File: src/rtl/bfm_ahb_rr_master_if.sv
// Command and AHB-Lite signal bundle for the round-robin AHB master.
// The master view belongs to the scheduler. The slave view belongs to the
// environment, meaning the command sources together with the AHB slave.
interface bfm_ahb_rr_master_if #(
  parameter int NREQ = 4
);
  // requester side
  logic [NREQ-1:0]      REQ;
  logic [NREQ-1:0]      REQ_WRITE;
  logic [32*NREQ-1:0]   REQ_ADDR;
  logic [32*NREQ-1:0]   REQ_WDATA;
  logic [NREQ-1:0]      GRANT;
  logic [NREQ-1:0]      ACK;
  logic [31:0]          RDATA;
  logic                 ERR;
  // AHB-Lite side
  logic                 HSEL;
  logic [31:0]          HADDR;
  logic                 HWRITE;
  logic [1:0]           HTRANS;
  logic [2:0]           HSIZE;
  logic [2:0]           HBURST;
  logic                 HMASTLOCK;
  logic [3:0]           HPROT;
  logic [31:0]          HWDATA;
  logic [31:0]          HRDATA;
  logic                 HREADY;
  logic                 HRESP;

  modport master (
    input  REQ, REQ_WRITE, REQ_ADDR, REQ_WDATA, HRDATA, HREADY, HRESP,
    output GRANT, ACK, RDATA, ERR, HSEL, HADDR, HWRITE, HTRANS, HSIZE,
           HBURST, HMASTLOCK, HPROT, HWDATA
  );

  modport slave (
    output REQ, REQ_WRITE, REQ_ADDR, REQ_WDATA, HRDATA, HREADY, HRESP,
    input  GRANT, ACK, RDATA, ERR, HSEL, HADDR, HWRITE, HTRANS, HSIZE,
           HBURST, HMASTLOCK, HPROT, HWDATA
  );
endinterface

File: src/rtl/bfm_ahb_rr_master.sv
// Round-robin scheduler that shares one AHB-Lite slave between NREQ
// single-word command requesters. It runs one non-pipelined transfer per grant.
//
//   state   | meaning
//   --------+-------------------------------------------------------------
//   IDLE    | no owner; pick the next requester above LAST, latch its command
//   ADDR    | address phase (HSEL=1, NONSEQ), wait for HREADY
//   DATA    | data phase, HWDATA driven; capture HRDATA/HRESP on HREADY
//   DONE    | one-cycle ACK to the owner, then release the grant
//
// NREQ on the module must match NREQ on the connected interface.
module bfm_ahb_rr_master #(
  parameter int NREQ = 4
) (
  input logic                 HCLK,
  input logic                 HRESET,
  bfm_ahb_rr_master_if.master bus
);

  localparam int IW = (NREQ > 1) ? $clog2(NREQ) : 1;
  localparam logic [IW-1:0] LAST_RST = IW'(NREQ - 1);
  localparam logic [1:0] HTRANS_IDLE   = 2'b00;
  localparam logic [1:0] HTRANS_NONSEQ = 2'b10;

  typedef enum logic [1:0] {ST_IDLE, ST_ADDR, ST_DATA, ST_DONE} state_t;

  state_t          state_q, state_d;
  logic [IW-1:0]   last_q, last_d;
  logic [NREQ-1:0] grant_q, grant_d;
  logic [NREQ-1:0] ack_q, ack_d;
  logic [31:0]     rdata_q, rdata_d;
  logic            err_q, err_d;
  logic            hsel_q, hsel_d;
  logic [31:0]     haddr_q, haddr_d;
  logic            hwrite_q, hwrite_d;
  logic [1:0]      htrans_q, htrans_d;
  logic [31:0]     hwdata_q, hwdata_d;

  logic            sel_found;
  logic [IW-1:0]   sel_idx;
  logic [IW-1:0]   cand;

  // Rotating-priority search: the first set REQ bit strictly above the last owner, wrapping.
  always_comb begin
    sel_found = 1'b0;
    sel_idx   = '0;
    cand      = '0;
    for (int k = 1; k <= NREQ; k++) begin
      cand = IW'((int'(last_q) + k) % NREQ);
      if (!sel_found && bus.REQ[cand]) begin
        sel_found = 1'b1;
        sel_idx   = cand;
      end
    end
  end

  // Next-state and registered-output logic; every output holds unless the state says otherwise.
  always_comb begin
    state_d  = state_q;
    last_d   = last_q;
    grant_d  = grant_q;
    ack_d    = '0;
    rdata_d  = rdata_q;
    err_d    = err_q;
    hsel_d   = hsel_q;
    haddr_d  = haddr_q;
    hwrite_d = hwrite_q;
    htrans_d = htrans_q;
    hwdata_d = hwdata_q;

    case (state_q)
      ST_IDLE: begin
        if (sel_found) begin
          state_d          = ST_ADDR;
          last_d           = sel_idx;
          grant_d          = '0;
          grant_d[sel_idx] = 1'b1;
          haddr_d          = bus.REQ_ADDR[32*int'(sel_idx) +: 32];
          hwrite_d         = bus.REQ_WRITE[sel_idx];
          hwdata_d         = bus.REQ_WDATA[32*int'(sel_idx) +: 32];
          hsel_d           = 1'b1;
          htrans_d         = HTRANS_NONSEQ;
        end
      end
      ST_ADDR: begin
        if (bus.HREADY) begin
          state_d  = ST_DATA;
          hsel_d   = 1'b0;
          htrans_d = HTRANS_IDLE;
        end
      end
      ST_DATA: begin
        // HREADY low covers both wait states and the first cycle of an error response.
        if (bus.HREADY) begin
          if (!hwrite_q) rdata_d = bus.HRDATA;
          err_d   = bus.HRESP;
          ack_d   = grant_q;
          state_d = ST_DONE;
        end
      end
      ST_DONE: begin
        grant_d = '0;
        state_d = ST_IDLE;
      end
      default: state_d = ST_IDLE;
    endcase
  end

  // State and output registers; reset aborts any transfer in flight and does not acknowledge it.
  always_ff @(posedge HCLK or posedge HRESET) begin
    if (HRESET) begin
      state_q  <= ST_IDLE;
      last_q   <= LAST_RST;
      grant_q  <= '0;
      ack_q    <= '0;
      rdata_q  <= '0;
      err_q    <= 1'b0;
      hsel_q   <= 1'b0;
      haddr_q  <= '0;
      hwrite_q <= 1'b0;
      htrans_q <= HTRANS_IDLE;
      hwdata_q <= '0;
    end else begin
      state_q  <= state_d;
      last_q   <= last_d;
      grant_q  <= grant_d;
      ack_q    <= ack_d;
      rdata_q  <= rdata_d;
      err_q    <= err_d;
      hsel_q   <= hsel_d;
      haddr_q  <= haddr_d;
      hwrite_q <= hwrite_d;
      htrans_q <= htrans_d;
      hwdata_q <= hwdata_d;
    end
  end

  assign bus.GRANT     = grant_q;
  assign bus.ACK       = ack_q;
  assign bus.RDATA     = rdata_q;
  assign bus.ERR       = err_q;
  assign bus.HSEL      = hsel_q;
  assign bus.HADDR     = haddr_q;
  assign bus.HWRITE    = hwrite_q;
  assign bus.HTRANS    = htrans_q;
  assign bus.HWDATA    = hwdata_q;
  // single-word, non-burst, unlocked, privileged data access
  assign bus.HSIZE     = 3'b010;
  assign bus.HBURST    = 3'b000;
  assign bus.HMASTLOCK = 1'b0;
  assign bus.HPROT     = 4'b0011;

endmodule

File: src/flat_wrapper.sv
// flat-port wrapper written by rule: the top's interface ports become plain ports
module bfm_ahb_rr_master_flat 
#(
  parameter int NREQ = 4
)
  (HCLK, HRESET, bus_REQ, bus_REQ_WRITE, bus_REQ_ADDR, bus_REQ_WDATA, bus_HRDATA, bus_HREADY, bus_HRESP, bus_GRANT, bus_ACK, bus_RDATA, bus_ERR, bus_HSEL, bus_HADDR, bus_HWRITE, bus_HTRANS, bus_HSIZE, bus_HBURST, bus_HMASTLOCK, bus_HPROT, bus_HWDATA);
  bfm_ahb_rr_master_if #(.NREQ(NREQ)) bus_i ();
  input logic HCLK;
  input logic HRESET;
  input wire logic [$bits(bus_i.REQ)-1:0] bus_REQ;
  input wire logic [$bits(bus_i.REQ_WRITE)-1:0] bus_REQ_WRITE;
  input wire logic [$bits(bus_i.REQ_ADDR)-1:0] bus_REQ_ADDR;
  input wire logic [$bits(bus_i.REQ_WDATA)-1:0] bus_REQ_WDATA;
  input wire logic [$bits(bus_i.HRDATA)-1:0] bus_HRDATA;
  input wire logic [$bits(bus_i.HREADY)-1:0] bus_HREADY;
  input wire logic [$bits(bus_i.HRESP)-1:0] bus_HRESP;
  output wire logic [$bits(bus_i.GRANT)-1:0] bus_GRANT;
  output wire logic [$bits(bus_i.ACK)-1:0] bus_ACK;
  output wire logic [$bits(bus_i.RDATA)-1:0] bus_RDATA;
  output wire logic [$bits(bus_i.ERR)-1:0] bus_ERR;
  output wire logic [$bits(bus_i.HSEL)-1:0] bus_HSEL;
  output wire logic [$bits(bus_i.HADDR)-1:0] bus_HADDR;
  output wire logic [$bits(bus_i.HWRITE)-1:0] bus_HWRITE;
  output wire logic [$bits(bus_i.HTRANS)-1:0] bus_HTRANS;
  output wire logic [$bits(bus_i.HSIZE)-1:0] bus_HSIZE;
  output wire logic [$bits(bus_i.HBURST)-1:0] bus_HBURST;
  output wire logic [$bits(bus_i.HMASTLOCK)-1:0] bus_HMASTLOCK;
  output wire logic [$bits(bus_i.HPROT)-1:0] bus_HPROT;
  output wire logic [$bits(bus_i.HWDATA)-1:0] bus_HWDATA;
  assign bus_i.REQ = bus_REQ;
  assign bus_i.REQ_WRITE = bus_REQ_WRITE;
  assign bus_i.REQ_ADDR = bus_REQ_ADDR;
  assign bus_i.REQ_WDATA = bus_REQ_WDATA;
  assign bus_i.HRDATA = bus_HRDATA;
  assign bus_i.HREADY = bus_HREADY;
  assign bus_i.HRESP = bus_HRESP;
  assign bus_GRANT = bus_i.GRANT;
  assign bus_ACK = bus_i.ACK;
  assign bus_RDATA = bus_i.RDATA;
  assign bus_ERR = bus_i.ERR;
  assign bus_HSEL = bus_i.HSEL;
  assign bus_HADDR = bus_i.HADDR;
  assign bus_HWRITE = bus_i.HWRITE;
  assign bus_HTRANS = bus_i.HTRANS;
  assign bus_HSIZE = bus_i.HSIZE;
  assign bus_HBURST = bus_i.HBURST;
  assign bus_HMASTLOCK = bus_i.HMASTLOCK;
  assign bus_HPROT = bus_i.HPROT;
  assign bus_HWDATA = bus_i.HWDATA;
  bfm_ahb_rr_master #(.NREQ(NREQ)) u_core (.HCLK(HCLK), .HRESET(HRESET), .bus(bus_i));
endmodule
File: config.mk
export PLATFORM = sky130hd
export DESIGN_NAME = bfm_ahb_rr_master_flat
export DESIGN_NICKNAME = d
export VERILOG_FILES = /design/src/rtl/bfm_ahb_rr_master_if.sv /design/src/rtl/bfm_ahb_rr_master.sv /design/src/flat_wrapper.sv
export SDC_FILE = /design/constraint.sdc
export NUM_CORES = 1
export LEC_CHECK = 0
export CAP_MARGIN = 20
export CORE_AREA = 4 4 161 163
export CTS_BUF_LIST = sky130_fd_sc_hd__clkbuf_4
export DETAILED_ROUTE_END_ITERATION = 10
export DIE_AREA = 0 0 165 167
export PLACE_DENSITY = 0.66
export SLEW_MARGIN = 40
export SYNTH_ARGS = -nofsm -noshare
export SYNTH_HDL_FRONTEND = slang
export SYNTH_SLANG_ARGS = --single-unit
export TNS_END_PERCENT = 20
File: constraint.sdc
create_clock -name HCLK -period 6.4 [get_ports HCLK]
set_clock_uncertainty 0.1 [all_clocks]
set_input_delay 1.6 -clock HCLK [delete_from_list [all_inputs] [get_ports HCLK]]
set_output_delay 1.6 -clock HCLK [all_outputs]
set_load 0.05 [all_outputs]
==> metrics, run 1 <==
crit-path max FO=38; critical path type=input pin to flop; Clock Tree Buf Depth=2; GRT Max-Usage Layer=met2; chip width=roughly 170 microns; max cap viols=0; async set-reset flop share out of synthesis=1.00; Worst-Skew Late Latency=480 ps; first-pass GRT wire length=38.2 mm; First DRT Iteration DRCs=392; Hold Fails Final Rpt=0; Net Switching=2.72 mW; total track usage=0.177; CP Launch Type=input pin; total power=5.23 mW; Hold Buf Count CTS=0; Power Internal=2.50 mW; Tightest Pin Transition=between 700 and 800 ps; TritonCTS Sinks=111; Clock power frac=0.076; Crit path arrival time=4180 ps; Leakage Power=4.28 nW; clk root buf=clkbuf_4; Place WS=1860 ps; Peak supply drop=roughly 0.27 mV; fin crit period=3890 ps; vias in the first global route=6653; Hold Path Class=flop to flop; Synth Flop Type=dfrtp_1; multi-input logic area=3200 sq um; met2 Use GR=0.301; Gate Count Post-Synth=627; met3 Usage GRT=0.0512; Top Ports=420; total CTS buffers=9; number of library cell types mapped by synthesis=42; die area=27600 sq um; clk slew on worst S/H paths=roughly 170 ps; syn_area_per_cell=around 10 sq um; nets@finish=between 1000 and 1500; 1st-pass router iterations=5; CTS resizes=0; fin cells=1331; # rows=57; Final Cycle Share=0.607; setup TNS=0 ps; Core Util, Final=0.445; # setup viols final=0; I/O Buffers=just over 400; Post-synth EDFFs=0; Residual DRC=0; worst hold slack=419 ps; sequential power share=0.246; outcome=finished clean; via count=6592; GR Util met1=0.211; Layout Area Growth over Synthesis=70.2%; worst path required time=6700 ps; global route overflow=0; Placed Area=10600 sq um; initial antenna violation count=3; mapped cell area=6360 sq um; starting density of the core=0.261; # Post-CTS Setup Buffers=0; crit path capture type=flop; mean number of vias per cell=4.95; FMAX=257 MHz; RSZ-0062 raised after global routing=no; Seq cells post-synth=roughly 110; final WL=26.0 mm; H-Tree Depth=3; PwrDens=483 nW/um^2; RePlAce Congestion=~0.80; Filler Cells Inserted=around 2300; layout cell share with drive strength beyond 1=0.0805; Die Y=167 microns; Net Sw Frac=0.521; relative slew slack=0.500; combinational group share of total power=0.678; ANT nets after route=0; Syn. warnings=0; core area=roughly 24000 sq um; Reg area=around 2800 sq um; Final Worst Setup Slack=2510 ps; dpl cells=1313; Pins Over Slew Limit=0; CTS tree=built; largest net degree at the start of global routing=80; register area share after synthesis=0.437; Detail Placement HPWL=20.3 mm; final instance area=approximately 11000 sq um; average wire per standard cell=19.5 microns
## routing by layer
metal / part of all wire / routed length [microns]
met5: 0.00077 / 20
met4: 0.031 / 794
met3: 0.098 / 2550
met1: 0.38 / 10000
met2: 0.49 / 12600
## layout make-up
type,count,area share
multi-input cells,447,0.296
flip-flops and latches,111,0.257
inverters,6,0.00231
well taps,324,0.0375
clock buffers,10,0.00694
diodes,1,0.000231
clock inverters,6,0.00705
repair buffers,426,0.393
## cell usage after synthesis (6+ instances only)
library cell  count  area share
a221oi_1         65       0.090
buf_2            32       0.025
buf_4            17       0.020
buf_6             9       0.016
clkbuf_1         15      0.0089
dfrtp_1         109        0.43
inv_1             6      0.0035
mux2_2           31       0.055
mux2i_1          67        0.11
nand2_1          14      0.0083
nand2b_1          6      0.0059
nor2_1           72       0.043
o21ai_0          67       0.053
o22ai_1          67       0.066
## final timing paths
path	startpoint	cells past startpoint	endpoint	slack (ps)
max	bus_REQ[0]	7	u_core.bus.HADDR[8]	2510
max reg2reg	u_core.last_q[1]	6	u_core.bus.HADDR[8]	3790
max in group asynchronous	HRESET	3	u_core.bus.HADDR[31]	4090
min	u_core.bus.RDATA[24]	1	u_core.bus.RDATA[24]	420
min in group asynchronous	HRESET	2	u_core.bus.RDATA[30]	1230
min reg2reg	u_core.bus.RDATA[24]	1	u_core.bus.RDATA[24]	420
## layout by cell type, fill, tap and decap left out, types with 2 or more instances in the layout
cell | synthesis | layout
a21oi_1 | 5 | 5
o21ai_1 | 4 | 4
mux2_1 | 2 | 2
buf_8 | 0 | 3
ha_1 | 5 | 5
o22ai_1 | 67 | 67
mux2_2 | 31 | 31
inv_1 | 6 | 5
buf_4 | 17 | 14
a22o_1 | 3 | 3
inv_8 | 0 | 2
nand2b_1 | 6 | 6
nor2b_1 | 3 | 2
clkdlybuf4s50_1 | 0 | 407
and3_1 | 4 | 4
nand2_1 | 14 | 14
o21ai_0 | 67 | 67
mux2i_1 | 67 | 67
a221oi_1 | 65 | 65
a21boi_0 | 2 | 2
clkbuf_4 | 0 | 10
clkinvlp_4 | 0 | 2
dfrtp_1 | 109 | 109
nor2_1 | 72 | 72
dfstp_2 | 2 | 2
conb_1 | 2 | 12
## power groups by stage
stage	Clock, mW	Sequential (mW)	Combinational [mW]
2_1_floorplan	0	2.31	1.33
3_3_place_gp	0	1.28	3.50
3_5_place_dp	0	1.30	3.56
4_1_cts	0.421	1.28	3.56
5_1_grt	0.446	1.33	3.77
6_report	0.399	1.28	3.54
## sequential cells by signal, indices dropped and copies added, names as in the netlist
| name | flops |
|---|---|
| u_core.bus.HTRANS | 1 |
| u_core.bus.ACK | 4 |
| u_core.bus.HWRITE | 1 |
| u_core.state_q | 2 |
| u_core.bus.HWDATA | 32 |
| u_core.bus.GRANT | 4 |
| u_core.bus.RDATA | 32 |
| u_core.bus.ERR | 1 |
| u_core.bus.HADDR | 32 |
| u_core.last_q | 2 |
## kinds of logic (layout without fill, tap and decap cells)
logic type | Yosys count | count (layout) | synth area share
AO/OA/AOI/OAI | 224 | 224 | 0.240
flip-flops | 111 | 111 | 0.437
AND/OR/NAND/NOR | 106 | 106 | 0.0738
multiplexers | 100 | 100 | 0.164
buffers and inverters | 79 | 448 | 0.0736
adder cells (fa/ha/maj) | 5 | 5 | 0.00984
other | 2 | 13 | 0.00118
## worst max-delay path, stage by stage
cell and delay, ps:
clkdlybuf4s50_1 870, nand2_1 210, o211ai_4 410, buf_8 240
buf_4 430, a221oi_1 170, o22ai_1 190
Power figures use the tool's default switching activity.
==> run 2, diff against run 1 <==
- CORE_AREA: 4 4 161 163 -> 4 4 159 161
- DIE_AREA: 0 0 165 167 -> 0 0 163 165
- PLACE_DENSITY: 0.66 -> 0.7
- clock period: 6.4 -> 3.2 ns (I/O delays scaled with it)
==> metrics, run 2 (synthesis gave the netlist of run 1 again) <==
Setup crit start=u_core.bus.HWRITE; reg-to-reg critical path endpoint=u_core.bus.RDATA[8]; CP max stage delay=890 ps (+20 ps); multi-input logic area=3200 sq um (unchanged); Hold Buf Count CTS=0 (unchanged); RePlAce Congestion=0.803 (+0.54%); Clock Tree Buf Depth=2 (unchanged); Leakage Power=4.33 nW (+1.2%); RSZ-0062 raised after global routing=no; reg2reg setup slack=930 ps (-2860 ps); Residual DRC=0 (unchanged); CP bufs+invs=1 (-2); 1st-pass router iterations=5 (unchanged); Final Cycle Share=0.852; worst path required time=2300 ps (-4400 ps); average wire per standard cell=19.2 microns (-1.8%); global route overflow=0 (unchanged); critical path type=flop to output pin; reg-to-reg startpoint=u_core.state_q[0]; die area=26900 sq um (-2.4%); setup TNS=0 ps (unchanged); crit-path cells=clkdlybuf4s50_1; worst setup path endpoint=bus_HWRITE; Levels on crit path=1 (-6); I/O Buffers=407 (unchanged); Top Ports=420 (unchanged); Tightest Pin Transition=762 ps (+11.0 ps); layout cell share with drive strength beyond 1=0.0869 (+0.00635); Detail Placement HPWL=19.3 mm (-4.6%); final WL=25.7 mm (-1.1%); dpl cells=1322 (+0.69%); Slowest-stage cell, CP=clkdlybuf4s50_1; mean number of vias per cell=4.97 (+0.35%); CTS resizes=0 (unchanged); vias in the first global route=6672 (+0.29%); first-pass GRT wire length=37.9 mm (-0.74%); Layout Area Growth over Synthesis=72.4%; crit path capture type=output pin; Hold Path Class=flop to flop; Pins Over Slew Limit=0 (unchanged); R2R cell count=5 (-1); via count=6665 (+1.1%); starting density of the core=0.265 (+0.00389); Filler Cells Inserted=2283 (-2.4%); First DRT Iteration DRCs=351 (-10%); most common cell after layout, fill and taps aside=clkdlybuf4s50_1; Core Util, Final=0.457 (+0.0124); PwrDens=960 nW/um^2 (+99%); TritonCTS Sinks=111 (unchanged); fin crit period=2730 ps; clk slew on worst S/H paths=190 ps (+20 ps); chip width=163 microns (-1.2%); outcome=finished clean; CP Launch Type=flop; # setup viols final=0 (unchanged); max cap viols=0 (unchanged); fin cells=1341 (+0.75%); total CTS buffers=9 (unchanged); Crit path arrival time=1830 ps (-2350 ps); FMAX=367 MHz; core area=24000 sq um (-1.5%); crit-path max FO=2 (-95%); # Post-CTS Setup Buffers=0 (unchanged); H-Tree Depth=3 (unchanged); Peak supply drop=0.433 mV (+63%); total track usage=0.179 (+0.00185); most frequent cells in the layout=clkdlybuf4s50_1, dfrtp_1, nor2_1; initial antenna violation count=4 (+1); Die Y=165 microns (-1.2%); largest net degree at the start of global routing=112 (+40%); nets@finish=1314 (+0.61%); Reg area=2780 sq um (unchanged); Worst-Skew Late Latency=470 ps (about the same); clk root buf=clkbuf_4; ANT nets after route=0 (unchanged); relative slew slack=0.492 (-0.00736); Top delay family on crit path=buffers and inverters; # rows=57 (unchanged); CTS tree=built; Hold Fails Final Rpt=0 (unchanged)
-- run 2: cell count changes in the layout (fill, tap and decap cells not counted), moves of 2 or more --
cell        before  now
buf_8            3    0
buf_4           14   16
clkinvlp_4       2    4
diode_2          1    4
buf_12           1   11
-- run 2: how the worst min path moves through the flow --
stage,from,to,slack (ps),cells past startpoint
global route,u_core.bus.RDATA[24],u_core.bus.RDATA[24],440,1
floorplan,u_core.state_q[0],u_core.state_q[0],420,2
global placement,u_core.bus.RDATA[27],u_core.bus.RDATA[27],380,1
finish,u_core.bus.RDATA[24],u_core.bus.RDATA[24],420,1
detailed placement,u_core.bus.RDATA[27],u_core.bus.RDATA[27],380,1
CTS,u_core.bus.RDATA[27],u_core.bus.RDATA[27],420,1
-- run 2: layout make-up --
| class | count | area share |
|---|---|---|
| Antenna cell | 4 | 0.000913 |
| Inverter | 6 | 0.00240 |
| Sequential cell | 111 | 0.254 |
| Tap cell | 324 | 0.0370 |
| Timing Repair Buffer | 434 | 0.403 |
| Multi-Input combinational cell | 447 | 0.292 |
| Clock inverter | 6 | 0.00491 |
| Clock buffer | 9 | 0.00617 |
-- run 2: metal layers --
layer  global-route usage  part of all wire  vias to the layer above
met5                    0                 0                        -
met4               0.0488             0.012                        0
met3               0.0552             0.090                       17
met2                0.307              0.50                      321
met1                0.219              0.40                     3194
li1                     -                 -                     3133
-- run 2: power breakdown --
part / switching [mW] / internal (mW) / total, mW
sequential: 0.483 / 2.07 / 2.55
clock: 0.521 / 0.169 / 0.690
combinational: 4.47 / 2.81 / 7.27
-- run 2: per-stage QoR --
| step | power (mW) | cell area (sq um) | setup WS [ps] | hold slack (ps) |
|---|---|---|---|---|
| final | 10.5 | 11000 | 472 | 417 |
| after global routing | 11.2 | 11000 | 334 | 441 |
| after CTS | 10.6 | 10900 | 367 | 419 |
| after detailed placement | 9.90 | 10800 | 91.1 | 382 |
| after global placement | 9.80 | 10800 | 97.7 | 375 |
| after floorplan | 7.28 | 6400 | 927 | 423 |
==> run 3, diff against run 2 <==
- CORE_AREA: 4 4 159 161 -> 4 4 162 164
- DIE_AREA: 0 0 163 165 -> 0 0 166 168
- PLACE_DENSITY: 0.7 -> 0.66
- clock period: 3.2 -> 2.75 ns (I/O delays scaled with it)
==> metrics, run 3 (synthesis gave the netlist of run 1 again) <==
critical path type=flop to output pin; R2R cell count=5 (unchanged); Power Internal=6.09 mW (+21%); fin crit period=2600 ps; Slowest-stage cell, CP=clkdlybuf4s50_1; 1st-pass router iterations=5 (unchanged); Crit path arrival time=1810 ps (-20 ps); nets@finish=1327 (+0.99%); final instance area=11200 sq um (+1.8%); max cap viols=0 (unchanged); FMAX=385 MHz; Pins Over Slew Limit=0 (unchanged); reg-to-reg critical path endpoint=u_core.bus.RDATA[20]; largest net degree at the start of global routing=68 (-39%); Core Util, Final=0.448 (-0.00926); setup TNS=0 ps (unchanged); starting density of the core=0.255 (-0.00990); Hold Path Class=input pin to asynchronous set/reset pin; crit-path max FO=2 (unchanged); # rows=58 (+1.8%); ANT nets after route=0 (unchanged); outcome=finished clean; reg-to-reg startpoint=u_core.state_q[0]; combinational group share of total power=0.686 (-0.006); most common cell after layout, fill and taps aside=clkdlybuf4s50_1; Residual DRC=0 (unchanged); Peak supply drop=0.665 mV (+54%); layout cell share with drive strength beyond 1=0.0993 (+0.0124); total CTS buffers=9 (unchanged); Clock Tree Buf Depth=2 (unchanged); TritonCTS Sinks=111 (unchanged); most frequent cells in the layout=clkdlybuf4s50_1, dfrtp_1, nor2_1; clk root buf=clkbuf_4; Layout Area Growth over Synthesis=75.4%; CTS resizes=0 (unchanged); # setup viols final=0 (unchanged); core area=24900 sq um (+3.9%); CP bufs+invs=1 (unchanged); CP Launch Type=flop; Placed Area=11000 sq um (+1.4%); Clock power frac=0.076 (+0.010); clk slew on worst S/H paths=220 ps (+30 ps); Net Sw Frac=0.513 (-0.00712); Hold Fails Final Rpt=0 (unchanged); average wire per standard cell=18.9 microns (-1.3%); Tightest Pin Transition=761 ps (-0.261 ps); CP max stage delay=880 ps (about the same); initial antenna violation count=1 (-3); first-pass GRT wire length=38.6 mm (+1.9%); total power=12.5 mW (+19%); RePlAce Congestion=0.849 (+5.8%); total track usage=0.174 (-0.00515); reg2reg setup slack=520 ps (-410 ps); crit-path cells=clkdlybuf4s50_1; I/O Buffers=407 (unchanged); PwrDens=1120 nW/um^2 (+17%); Final Cycle Share=0.945; CTS tree=built; chip width=166 microns (+1.8%); Filler Cells Inserted=2351 (+3.0%); relative slew slack=0.493 (about the same); via count=6678 (+0.20%); H-Tree Depth=3 (unchanged); Die Y=168 microns (+1.8%); Leakage Power=4.44 nW (+2.5%); die area=27900 sq um (+3.7%); final WL=25.7 mm (about the same); Top delay family on crit path=buffers and inverters; Top Ports=420 (unchanged); worst path required time=1960 ps (-340 ps); First DRT Iteration DRCs=410 (+17%); global route overflow=0 (unchanged); Worst-Skew Late Latency=480 ps (about the same); Detail Placement HPWL=20.0 mm (+3.6%); mean number of vias per cell=4.91 (-1.1%); RSZ-0062 raised after global routing=no; crit path capture type=output pin; Hold Buf Count CTS=0 (unchanged); sequential power share=0.238 (-0.005); Net Switching=6.41 mW (+17%); vias in the first global route=6630 (-0.63%); # Post-CTS Setup Buffers=0 (unchanged)
[run 3: changes by cell type in the layout (fill, tap and decap cells not counted), sizes merged]
cell / previous run / this run
diode: 4 / 2
inv: 8 / 9
clkinv: 0 / 2
clkinvlp: 4 / 1
buf: 27 / 40
bufinv: 0 / 1
[run 3: power by group through the flow]
stage	registers (mW)	clock network, mW	logic, mW
final	2.98	0.951	8.57
after global routing	3.09	1.06	9.10
after CTS	2.98	1.01	8.66
after detailed placement	3.01	0	8.65
after global placement	2.98	0	8.58
after floorplan	5.38	0	3.10
[run 3: final cells by class]
cell class                      count  area, sq um  area share
Tap cell                          330          413      0.0370
Sequential cell                   111         2780       0.249
Antenna cell                        2         5.00    0.000449
Clock inverter                      7         97.6     0.00875
Inverter                            6         26.3     0.00236
Multi-Input combinational cell    447         3200       0.287
Clock buffer                        9         67.6     0.00606
Timing Repair Buffer              447         4560       0.409
[run 3: metrics by stage]
stage          worst slack [ps]  instances  hold WS (ps)
2_1_floorplan               590        637           423
3_3_place_gp              -88.1       1341           376
3_5_place_dp               -109       1341           390
6_report                    151       1359           375
4_1_cts                    83.3       1357           328
5_1_grt                    64.2       1359           340
[run 3: how the worst max path moves through the flow]
stage | startpoint | endpoint | slack, ps | cells after the start
floorplan | bus_REQ[1] | u_core.bus.HADDR[8] | 590 | 8
global placement | bus_REQ[3] | u_core.bus.HWDATA[2] | -90 | 8
detailed placement | bus_REQ[3] | u_core.bus.HWDATA[2] | -110 | 8
CTS | u_core.bus.HWRITE | bus_HWRITE | 80 | 1
global route | u_core.bus.GRANT[1] | bus_GRANT[1] | 60 | 1
finish | u_core.bus.HWRITE | bus_HWRITE | 150 | 1
[run 3: layer usage]
metal  vias to the layer above  global-route usage  part of all wire
li1                       3150                   -                 -
met1                      3176               0.213              0.40
met2                       327               0.308              0.50
met3                        25              0.0397             0.078
met4                         0              0.0484             0.019
met5                         -                   0                 0
==> edit: new RTL, settings of run 3 <==
Re-encode `state_t` (4 states) as one-hot, 4 bits wide.
--- a/src/rtl/bfm_ahb_rr_master.sv
+++ b/src/rtl/bfm_ahb_rr_master.sv
@@ -24,3 +24,3 @@
 
-  typedef enum logic [1:0] {ST_IDLE, ST_ADDR, ST_DATA, ST_DONE} state_t;
+  typedef enum logic [3:0] {ST_IDLE = 4'b0001, ST_ADDR = 4'b0010, ST_DATA = 4'b0100, ST_DONE = 4'b1000} state_t;
 
Formal check against the unedited RTL: no difference found for any inputs over 4 cycles, from zero or initial values and one cycle with HRESET high; so few cycles prove little.
==> edit against run 3 <==
Sequential cell count grew 2; area after synthesis up 1.4%; power grew 4.3%; routed wire length is 14% higher; largest power group unchanged; final cell count grew 5.3%; worst setup slack lost 0.033 ns; non-clock buffer count up 34; highest routed layer unchanged; final area grew 5.3%; sequential share of layout area fell by 0.81 points.
==> edit: results (changes against run 3) <==
| Metric | Value |
|---|---|
| Status | `completed` |
| Clk Latency, worst-skew pair | `0.51 ns (+0.03 ns)` |
| Routed WL | `29300 µm (+14%)` |
| Vias in the first global route | `7256 (+9.4%)` |
| Fillers | `2341 (-0.43%)` |
| Worst Path Max Fanout | `3 (+1)` |
| Half-perimeter wire length after placement | `23100 µm (+16%)` |
| Worst slew pin tran | `0.623 ns (-0.138 ns)` |
| All-layer global routing usage | `20.2% (+2.8 points)` |
| Synth area leaders | `dfrtp_1 43%, a31oi_1 13%, a22oi_1 7.6%, nor4_2 5.8%, mux2_2 5.8%` |
| Clock transition at path regs | `0.13 ns (-0.09 ns)` |
| GP Congestion | `0.836 (-1.5%)` |
| HP Class | `flip-flop to flip-flop` |
| Worst r2r src | `u_core.last_q[1]` |
| Vias per cell | `5.00 (+1.8%)` |
| Nets | `1387 (+4.5%)` |
| Leak | `4.68 nW (+5.3%)` |
| FF-to-FF End | `u_core.bus.HADDR[11]` |
| Share of layout cells above drive strength 1 | `16.6% (+6.7 points)` |
| Final min period | `2.63 ns (+0.0326 ns)` |
| Peak supply drop | `0.000552 V (-17%)` |
| Reg2reg path depth | `6 (+1)` |
| Setup WS pre-CTS | `-0.255 ns (-0.147 ns)` |
| Post-DP Area | `11300 µm² (+3.3%)` |
| Register area share after synthesis | `43.9% (+0.18 points)` |
| Gate Count Post-Synth | `663 (+5.7%)` |
| Commonest cells in the netlist | `130 x a31oi_1, 110 x dfrtp_1, 70 x nor2_1` |
| Vias | `7157 (+7.2%)` |
| CTS Buf Count | `17 (+8)` |
| First-pass GRT wire length | `43600 µm (+13%)` |
==> edit: cells by family (layout without fill, tap and decap cells) <==
group | after synthesis | after routing | share of synthesized area, %
AOI/OAI and AO/OA | 220 | 220 | 23.0
and+or+nand+nor | 161 | 161 | 16.8
buffers and inverters | 130 | 557 | 9.78
DFF | 113 | 113 | 43.9
muxes | 36 | 36 | 6.25
other | 2 | 13 | 0.116
xor gates and xnor gates | 1 | 1 | 0.136
==> edit: report_power, final <==
group | switching (W) | internal (W)
Combinational | 0.00516 | 0.00328
Sequential | 0.000482 | 0.00239
Clock | 0.000794 | 0.000935
Total | 0.00644 | 0.00660
==> edit: worst min path at each step <==
| stage | end | slack (ns) | cells after the start | start |
|---|---|---|---|---|
| after floorplan | u_core.state_q[0] | 0.45 | 2 | u_core.state_q[0] |
| after CTS | u_core.bus.RDATA[19] | 0.42 | 1 | u_core.bus.RDATA[19] |
| after detailed placement | u_core.bus.RDATA[25] | 0.39 | 1 | u_core.bus.RDATA[25] |
| after global placement | u_core.bus.RDATA[25] | 0.38 | 1 | u_core.bus.RDATA[25] |
| after global routing | u_core.bus.RDATA[19] | 0.44 | 1 | u_core.bus.RDATA[19] |
| final | u_core.bus.RDATA[11] | 0.42 | 1 | u_core.bus.RDATA[11] |
==> edit: area by class of cell <==
cell class / count / share of cell area [%]
antenna: 1 / 0.0213
multi-input combinational: 430 / 26.3
tap: 330 / 3.52
clock buffer: 18 / 1.15
sequential: 113 / 24.1
inverter: 44 / 1.44
clock inverter: 14 / 2.13
timing repair buffer: 481 / 41.4
==> edit: stage by stage <==
stage	power, W	utilization (%)	setup TNS (ns)
finish	0.0130	47.2	0
global route	0.0138	47.2	0
CTS	0.0131	47.1	0
detailed placement	0.0114	45.6	-10.45
global placement	0.0113	45.6	-6.90
floorplan	0.00794	-	0
==> edit: routing by layer <==
metal	global-route usage, %	vias to the layer above	part of all wire, %	wire length [µm]
met5	0	-	0	0
met3	5.10	30	7.6	2230
met2	36.0	360	51	14900
met4	5.52	0	2.0	601
li1	-	3352	-	-
met1	24.3	3415	40	11600
